File: config.mk
export PLATFORM = sky130hd
export DESIGN_NAME = pipe_stage_fifo
export DESIGN_NICKNAME = d
export VERILOG_FILES = /design/src/rtl/pipe_stage_fifo.sv
export SDC_FILE = /design/constraint.sdc
export NUM_CORES = 1
export LEC_CHECK = 0
export BUFFER_PORTS_ARGS = -buffer_cell sky130_fd_sc_hd__buf_2
export CAP_MARGIN = 0
export CORE_ASPECT_RATIO = 2
export CORE_UTILIZATION = 40
export DETAILED_ROUTE_END_ITERATION = 16
export PLACE_DENSITY = 0.76
export SKIP_LAST_GASP = 1
export SYNTH_ARGS = -nofsm -noshare
export SYNTH_HDL_FRONTEND = slang
export SYNTH_SLANG_ARGS = --single-unit
File: constraint.sdc
create_clock -name clk -period 12.7 [get_ports clk]
set_clock_uncertainty 0.1 [all_clocks]
set_input_delay 1.905 -clock clk [delete_from_list [all_inputs] [get_ports clk]]
set_output_delay 1.905 -clock clk [all_outputs]
set_load 0.01 [all_outputs]
File: src/rtl/pipe_stage_fifo.sv
// pipe_stage_fifo: DEPTH-entry elastic buffer between two pipeline stages
// using the valid/allowin handshake. It supports synchronous flush and
// reports its occupancy.
// Define PIPE_STAGE_FIFO_PERF_EN to add the saturating stall_cnt/full_cnt
// performance counters.
module pipe_stage_fifo #(
  parameter  int DATA_W = 32,
  parameter  int DEPTH  = 2,
  localparam int CNT_W  = $clog2(DEPTH + 1)
) (
  input  logic              clk,
  input  logic              rst,
  input  logic              flush,
  input  logic              in_valid,
  output logic              in_allowin,
  input  logic [DATA_W-1:0] in_data,
  output logic              out_valid,
  input  logic              out_allowin,
  output logic [DATA_W-1:0] out_data,
  output logic [CNT_W-1:0]  count
`ifdef PIPE_STAGE_FIFO_PERF_EN
  ,
  output logic [31:0]       stall_cnt,
  output logic [31:0]       full_cnt
`endif
);

  // A pointer is kept at least one bit wide so that DEPTH=1 still elaborates.
  localparam int               PTR_W    = (DEPTH > 1) ? $clog2(DEPTH) : 1;
  localparam logic [PTR_W-1:0] PTR_LAST = PTR_W'(DEPTH - 1);
  localparam logic [CNT_W-1:0] CNT_FULL = CNT_W'(DEPTH);

  logic [DATA_W-1:0] r_mem [DEPTH];
  logic [PTR_W-1:0]  r_head;
  logic [PTR_W-1:0]  r_tail;
  logic [CNT_W-1:0]  r_count;

  logic w_full;
  logic w_push;
  logic w_pop;

  // Modulo-DEPTH pointer advance, wrapping from DEPTH-1 back to 0.
  function automatic logic [PTR_W-1:0] ptr_inc(input logic [PTR_W-1:0] p);
    return (p == PTR_LAST) ? '0 : p + PTR_W'(1);
  endfunction

  // A slot freed by a same-cycle pop can take a push. Flush blocks all pushes.
  assign w_full     = (r_count == CNT_FULL);
  assign in_allowin = ~flush & (~w_full | out_allowin);
  assign w_push     = in_valid & in_allowin;
  assign w_pop      = out_valid & out_allowin;

  // out_valid depends only on registered occupancy, never on in_valid.
  assign out_valid = (r_count != '0);
  assign count     = r_count;
  // When the buffer is empty the head slot is don't-care, so drive zero.
  // This also makes out_data read 0 out of reset without clearing storage.
  assign out_data  = out_valid ? r_mem[r_head] : '0;

  // Pointer and occupancy state. Flush takes priority over push and pop.
  // NOTE: use non-blocking (<=) for all state so every register samples
  // pre-edge values; blocking here would create order-dependent races.
  always_ff @(posedge clk or posedge rst) begin
    if (rst) begin
      r_head  <= '0;
      r_tail  <= '0;
      r_count <= '0;
    end else if (flush) begin
      r_head  <= '0;
      r_tail  <= '0;
      r_count <= '0;
    end else begin
      if (w_pop)  r_head <= ptr_inc(r_head);
      if (w_push) r_tail <= ptr_inc(r_tail);
      if (w_push && !w_pop)      r_count <= r_count + CNT_W'(1);
      else if (!w_push && w_pop) r_count <= r_count - CNT_W'(1);
    end
  end

  // Payload storage is written on push and is never interpreted.
  // NOTE: storage is deliberately left without reset. Validity lives in
  // r_count alone, so clearing the data array would only cost reset fan-out.
  always_ff @(posedge clk) begin
    if (w_push) r_mem[r_tail] <= in_data;
  end

`ifdef PIPE_STAGE_FIFO_PERF_EN
  logic [31:0] r_stall_cnt;
  logic [31:0] r_full_cnt;

  // Saturating counts of downstream stalls and upstream blocking. A flush
  // does not clear them.
  always_ff @(posedge clk or posedge rst) begin
    if (rst) begin
      r_stall_cnt <= '0;
      r_full_cnt  <= '0;
    end else begin
      if (out_valid && !out_allowin && (r_stall_cnt != '1))
        r_stall_cnt <= r_stall_cnt + 32'd1;
      if (w_full && in_valid && !out_allowin && (r_full_cnt != '1))
        r_full_cnt <= r_full_cnt + 32'd1;
    end
  end

  assign stall_cnt = r_stall_cnt;
  assign full_cnt  = r_full_cnt;
`endif

endmodule

==> metrics.md, run 1 <==
| Metric | Value |
|---|---|
| CTS root buffer | clkbuf_16 |
| Syn_area_per_cell | 16.4 um2 |
| Relative slew slack | 0.357 |
| H-tree Lvls | 3 |
| Startpoint types | primary input |
| DRT iter0 DRCs | 50 |
| Top cell type's share of synthesized area | 0.725 |
| CP Data Required Time | 10.69 ns |
| Post-synthesis compound-gate area fraction | 0.0184 |
| Vias per cell | 4.72 |
| Final wirelength | 4.65 mm |
| Core area | 6360 um2 |
| Ys Warns | 0 |
| Ant diodes | 0 |
| Minimum clock period | 4.67 ns |
| Clock net sink count | 68 |
| Setup ws final | 8.03 ns |
| # Post-CTS Setup Buffers | 0 |
| Die H | 117 um |
| Initial antenna violation count | 0 |
| Final global-route overflow total | 0 |
| Xor and xnor fraction of the mapped netlist area | 0.00660 |
| CP Class | in -> out |
| Register area share after synthesis | 0.762 |
| Area grow syn2layout | 27.0% |
| CP max-delay cell | nor3b_2 |
| Syn Inst Count | 162 |
| Area of placed instances | 3120 um2 |
| Fin nets | 278 |
| Mux cell area share after synthesis | 0.121 |
| Cells along the critical path | buf_2 -> nor3b_2 -> nor2_1 -> buf_2 |
| DIE AREA | 6980 um2 |
| GPL Wtd Cong | 0.728 |
| Unrepaired setup endpoints after global routing | false |
| Vias in the first global route | 1488 |
| Total track usage | 0.146 |
| Max-Cap Viols | 0 |
| Simple-gate share of the synthesized area | 0.0703 |
| First-pass GRT wire length | 6.90 mm |
| Clock Path Buffers | 2 |
| DRC | 0 |
| Final period util | 0.368 |
| Dominant synthesized flop cell | edfxtp_1 |
| CTS clock-pin slew for the worst setup and hold paths | 0.05 ns |
| Post-DP HPWL | 2.95 mm |
| Post-synthesis instance area | 2650 um2 |
| PortBufs | 72 |
| Final setup vio count | 0 |
| Static leakage | 1.30 nW |
| Final Max Tran Viols | 0 |
| Register bit total from synthesis | 68 |
| CP Capture Type | output pin |
| Area leader, netlist | edfxtp_1 |
| Post-CTS sizing | 0 |
| Power Density | 153 nW/um2 |
| Area of the multi-input gates | 591 um2 |
| Status | finished clean |
| Worst-path fanout max | 6 |
| Maximum VDD drop | 0.000104 V |
| DR vias | 1558 |
| Area occupied by registers | 2020 um2 |
| Initial Util | 0.417 |
| WP buf/inv | 2 |
| Hold WC Path Type | reg -> reg |
| Design area | 3370 um2 |
| Largest family of logic cells by synthesized area | multiplexers |
| Most common cell in the netlist | edfxtp_1 |
| Worst Path Arrival | 2.66 ns |
| Netlist cell types | 21 |
| I/O pin count | 73 |
| Syn nets | 199 |
| Post-route ant nets | 0 |
| DP Worst Slack | 8.04 ns |
| Worst skew pair latency | 0.32 ns |
| Fill count | 592 |
| Final number of hold-violating endpoints | 0 |
| Pin count of the biggest net entering global routing | 34 |
| Row cnt | 41 |
| Worst slew pin tran | 0.965 ns |
| Commonest cells in the synthesized netlist | edfxtp_1, nor2_1, mux2i_1 |
| Worst Hold Slack | 0.528 ns |
| CTS tree | built |
| Setup_tns | 0 ns |
| Pre-antenna DRT Iters | 3 |
| Number of flops mapped to enable cells by yosys | 64 |
| Share of layout cells above drive strength 1 | 0.377 |
| Post-synthesis adder-cell area fraction | 0 |
| Routed wire length per instance | 14.1 um |
| Most used cell, CP | buf_2 |
| Synth area leaders | edfxtp_1, mux2i_1, nor2_1 |
| FMAX | 0.214 GHz |
| Die W | 59.6 um |
| Inserted Clock Buffers | 9 |
| CP max stage delay | 0.39 ns |
| Ys async rst share | 0.0588 |
| Cts hold-fix bufs | 0 |
| Kind of cell adding the most delay to the critical path | simple AND/OR/NAND/NOR gates |
flip-flops by register name (all words and copies together) (netlist names):
| name | count |
|---|---|
| r_head | 1 |
| r_mem | 64 |
| count | 2 |
| r_tail | 1 |
final cells by class:
| type | instances | share of cell area |
|---|---|---|
| well taps | 86 | 0.0319 |
| clock inverters | 3 | 0.00483 |
| multi-input cells | 83 | 0.175 |
| clock buffers | 11 | 0.0691 |
| repair buffers | 75 | 0.114 |
| flip-flops and latches | 68 | 0.601 |
| inverters | 4 | 0.00446 |
path summary, 6_finish.rpt:
check	start	end	slack (ns)	depth (start not counted)
max	out_allowin	in_allowin	8.03	4
min	r_tail	r_tail	0.53	2
max reg2reg	count[1]	r_mem[1][3]	10.88	3
min reg2reg	r_tail	r_tail	0.53	2
max in group asynchronous	rst	r_head	10.98	2
min in group asynchronous	rst	r_tail	1.35	2
cells in the final DEF, fill, tap and decap left out:
cell type,synthesis,layout
buf_2,4,72
edfxtp_1,64,64
nor2_1,36,35
mux2i_1,32,32
clkbuf_16,0,9
inv_1,4,4
dfrtp_1,4,3
buf_4,1,3
xor2_1,2,2
a21oi_1,2,2
clkbuf_1,0,2
nor3b_2,1,1
nand2b_1,1,1
nor4_4,0,1
o21bai_1,1,1
o21ai_0,1,1
nand3_1,1,1
a221oi_1,1,1
nor2_2,0,1
nor4b_2,0,1
nor2b_1,1,1
a31oi_1,1,1
o221a_2,1,1
clkinvlp_4,0,1
clkinv_2,0,1
clkinv_1,0,1
dfrtp_2,0,1
per-stage QoR:
| stage | power, mW | std cells | utilization |
|---|---|---|---|
| floorplan | 0.293 | 162 | - |
| global placement | 0.313 | 316 | 0.490 |
| detailed placement | 0.314 | 316 | 0.490 |
| CTS | 0.525 | 330 | 0.530 |
| global route | 0.537 | 330 | 0.530 |
| finish | 0.515 | 330 | 0.530 |
worst register-to-register path: cells and delay by family (launching register included):
kind,cells,cell delay (ns)
DFF,1,0.46
and+or+nand+nor,2,0.46
buffers and inverters,1,0.43
report_power, final:
part	internal, mW	switching [mW]
clock network	0.128	0.0779
registers	0.255	0.00761
logic	0.0212	0.0245
total	0.405	0.110
logic make-up (layout without fill, tap and decap cells):
group / count (synthesis) / count (layout)
AOI/OAI and AO/OA: 7 / 7
xor gates and xnor gates: 2 / 2
buffers and inverters: 11 / 93
and+or+nand+nor: 42 / 42
DFF: 68 / 68
muxes: 32 / 32
per-layer routing:
layer	wire length, um	track usage	up-vias
met3	206	0.0385	14
met5	0	0	-
li1	-	-	757
met1	1650	0.137	745
met4	154	0.118	0
met2	2640	0.256	42
Power figures use the tool's default switching activity.
==> inputs of run 2 (changes only) <==
Settings changed: ABC_AREA set to 1.
Clock period 12.7 ns to 4.85 ns, I/O delays scaled along.
==> run 2 against run 1 <==
  * Via count grew 14%
  * Non-clock buffer count shrank 2
  * Power grew to 3.4 times the previous value
  * Global-route usage increased by 2.3 points
  * Critical path depth up 1
  * Sequential cell count stayed put
  * Sequential power grew to 2.7 times the previous value
  * First-iteration DRC count rose by 20%
  * Wire length increased by 15%
  * Clock power rose to 2.6 times the previous value
  * Critical endpoint is now out_data[26]
  * Largest cell class unchanged
  * Largest power group unchanged
  * Highest routed layer unchanged
==> metrics.md, run 2 <==
| Metric | Value |
|---|---|
| Setup_tns | 0 ns (unchanged) |
| Number of flip-flops in the largest register | 64 (unchanged) |
| CTS root buffer | clkbuf_16 |
| Register bit total from synthesis | 68 (unchanged) |
| Hold WC Path Type | in -> async |
| Synth area leaders | edfxtp_1, nand2_1, a21oi_1 |
| Initial antenna violation count | 0 (unchanged) |
| WP buf/inv | 3 (+1) |
| Maximum VDD drop | 0.000358 V (+240%) |
| CP Capture Type | output pin |
| CTS clock-pin slew for the worst setup and hold paths | 0.05 ns (about the same) |
| Unrepaired setup endpoints after global routing | false |
| Register area share after synthesis | 0.763 (+0.00108) |
| Worst Path Arrival | 1.95 ns (-0.71 ns) |
| Dominant synthesized flop cell | edfxtp_1 |
| Core area | 6360 um2 (unchanged) |
| Die H | 117 um (about the same) |
| Final setup vio count | 0 (unchanged) |
| Row cnt | 41 (unchanged) |
| Comb pwr share | 0.289 (+0.200) |
| Power Density | 528 nW/um2 (+250%) |
| Clock net sink count | 68 (unchanged) |
| Area grow syn2layout | 26.0% |
| Net Sw Power | 0.566 mW (+410%) |
| Syn Inst Count | 210 (+30%) |
| Final global-route overflow total | 0 (unchanged) |
| Inserted Clock Buffers | 9 (unchanged) |
| Final number of hold-violating endpoints | 0 (unchanged) |
| Post-route ant nets | 0 (unchanged) |
| Die W | 59.5 um (about the same) |
| Max-Cap Viols | 0 (unchanged) |
| DRT iter0 DRCs | 60 (+20%) |
| Area occupied by registers | 2020 um2 (about the same) |
| Post-CTS sizing | 0 (unchanged) |
| Syn_area_per_cell | 12.6 um2 (-23%) |
| DR vias | 1770 (+14%) |
| Worst-path fanout max | 32 (+26) |
| Worst skew pair latency | 0.32 ns (about the same) |
| Startpoint types | flop |
| Most common cell in the netlist | nand2_1 |
| Top cell type's share of synthesized area | 0.726 (+0.00103) |
| Total track usage | 0.169 (+0.0228) |
| Clock Path Buffers | 2 (unchanged) |
| Ys Warns | 0 (unchanged) |
| Number of flops mapped to enable cells by yosys | 64 (unchanged) |
| Clock Power Share | 0.305 (-0.096) |
| Vias per cell | 4.73 (+0.24%) |
| P_int | 1.20 mW (+200%) |
| CTS tree | built |
| CP max stage delay | 0.73 ns (+0.34 ns) |
| Status | finished clean |
| Post-DP HPWL | 3.63 mm (+23%) |
| Top reg by flops | r_mem |
| Static leakage | 1.38 nW (+5.9%) |
| Reg power frac | 0.406 (-0.105) |
| Ant diodes | 0 (unchanged) |
| Fin util | 0.525 (-0.00472) |
| Share of layout cells above drive strength 1 | 0.326 (-0.0507) |
| CP max-delay cell | inv_1 |
| CP Data Required Time | 4.02 ns (-6.67 ns) |
| FMAX | 0.360 GHz |
| Commonest cells after routing, fill and taps aside | nand2_1, buf_2, edfxtp_1 |
| Relative slew slack | 0.327 (-0.0293) |
| Cts hold-fix bufs | 0 (unchanged) |
| Worst R2R Setup Slack | 2.78 ns (-8.10 ns) |
| Routed wire length per instance | 14.3 um (+1.6%) |
| Final Max Tran Viols | 0 (unchanged) |
| DIE AREA | 6970 um2 (-0.14%) |
| Area of the multi-input gates | 554 um2 (-6.1%) |
| Commonest cells in the synthesized netlist | nand2_1, edfxtp_1, a21oi_1, buf_2, inv_1 |
| Netlist cell types | 16 (-24%) |
| GPL Wtd Cong | 0.836 (+15%) |
| Worst slew pin tran | 1.01 ns (+0.0429 ns) |
| DRC | 0 (unchanged) |
| Syn nets | 247 (+24%) |
| Final period util | 0.573 |
| I/O pin count | 73 (unchanged) |
| Final total power | 1.76 mW (+240%) |
| # Post-CTS Setup Buffers | 0 (unchanged) |
| H-tree Lvls | 3 (unchanged) |
| Ys async rst share | 0.0588 (unchanged) |
| Initial Util | 0.416 (-0.000590) |
| Post-synthesis instance area | 2650 um2 (-0.14%) |
| Switching Share | 0.321 (+0.108) |
| Pin count of the biggest net entering global routing | 35 (+2.9%) |
| Fin nets | 321 (+15%) |
| Area leader, netlist | edfxtp_1 |
| Minimum clock period | 2.78 ns |
| PortBufs | 72 (unchanged) |
| First-pass GRT wire length | 8.18 mm (+19%) |
| Final wirelength | 5.35 mm (+15%) |
| Pre-antenna DRT Iters | 4 (+1) |
| Cells along the critical path | inv_2 -> nand2_4 -> inv_1 -> a21oi_1 -> buf_2 |
| CP Class | reg -> out |
| Fill count | 575 (-2.9%) |
| Vias in the first global route | 1712 (+15%) |
| Kind of cell adding the most delay to the critical path | buffers and inverters |
## run 2: power groups by stage
stage               clock [mW]  combinational [mW]  sequential, mW
floorplan                    0               0.318           0.726
global placement             0               0.507           0.722
detailed placement           0               0.517           0.726
CTS                      0.548               0.519           0.716
global route             0.574               0.566           0.719
finish                   0.538               0.509           0.715
## run 2: worst paths after layout
kind | start | to | cells after the start
max in group asynchronous | rst | count[1] | 2
min in group clk | r_tail | r_tail | 1
max reg2reg | count[0] | r_mem[0][3] | 4
min | rst | r_tail | 2
max | count[0] | out_data[26] | 5
min reg2reg | r_tail | r_tail | 1
## run 2: routing by layer
metal | up-vias | track usage | part of all wire
met4 | 0 | 0.105 | 0.033
met5 | - | 0 | 0
met3 | 13 | 0.0527 | 0.044
li1 | 872 | - | -
met2 | 49 | 0.279 | 0.56
met1 | 836 | 0.184 | 0.37
## run 2: cell families (layout without fill, tap and decap cells)
group | after synthesis | count (layout) | share of synthesized area
buf+inv | 20 | 98 | 0.0331
compound gates | 36 | 36 | 0.0694
simple gates | 86 | 86 | 0.134
flops | 68 | 68 | 0.763
## run 2: metrics by stage
stage | hold slack (ns) | setup slack, ns | std cells | area [um2]
finish | 0.180 | 2.07 | 374 | 3340
global placement | 0.462 | 2.35 | 359 | 3090
global route | 0.184 | 1.89 | 374 | 3340
detailed placement | 0.480 | 2.32 | 359 | 3090
floorplan | 0.381 | 1.93 | 210 | 2650
CTS | 0.177 | 2.00 | 374 | 3340
## run 2: layout make-up
type / count / share of cell area
sequential: 68 / 0.606
clock buffer: 10 / 0.0686
multi-input combinational: 122 / 0.166
inverter: 10 / 0.0112
timing repair buffer: 73 / 0.110
clock inverter: 5 / 0.00600
tap: 86 / 0.0322
## run 2: worst register-to-register path: cells and delay by family, from the launching register on
| kind | cells | cell delay, ns |
|---|---|---|
| flops | 1 | 0.38 |
| buf+inv | 1 | 0.08 |
| simple gates | 3 | 1.12 |
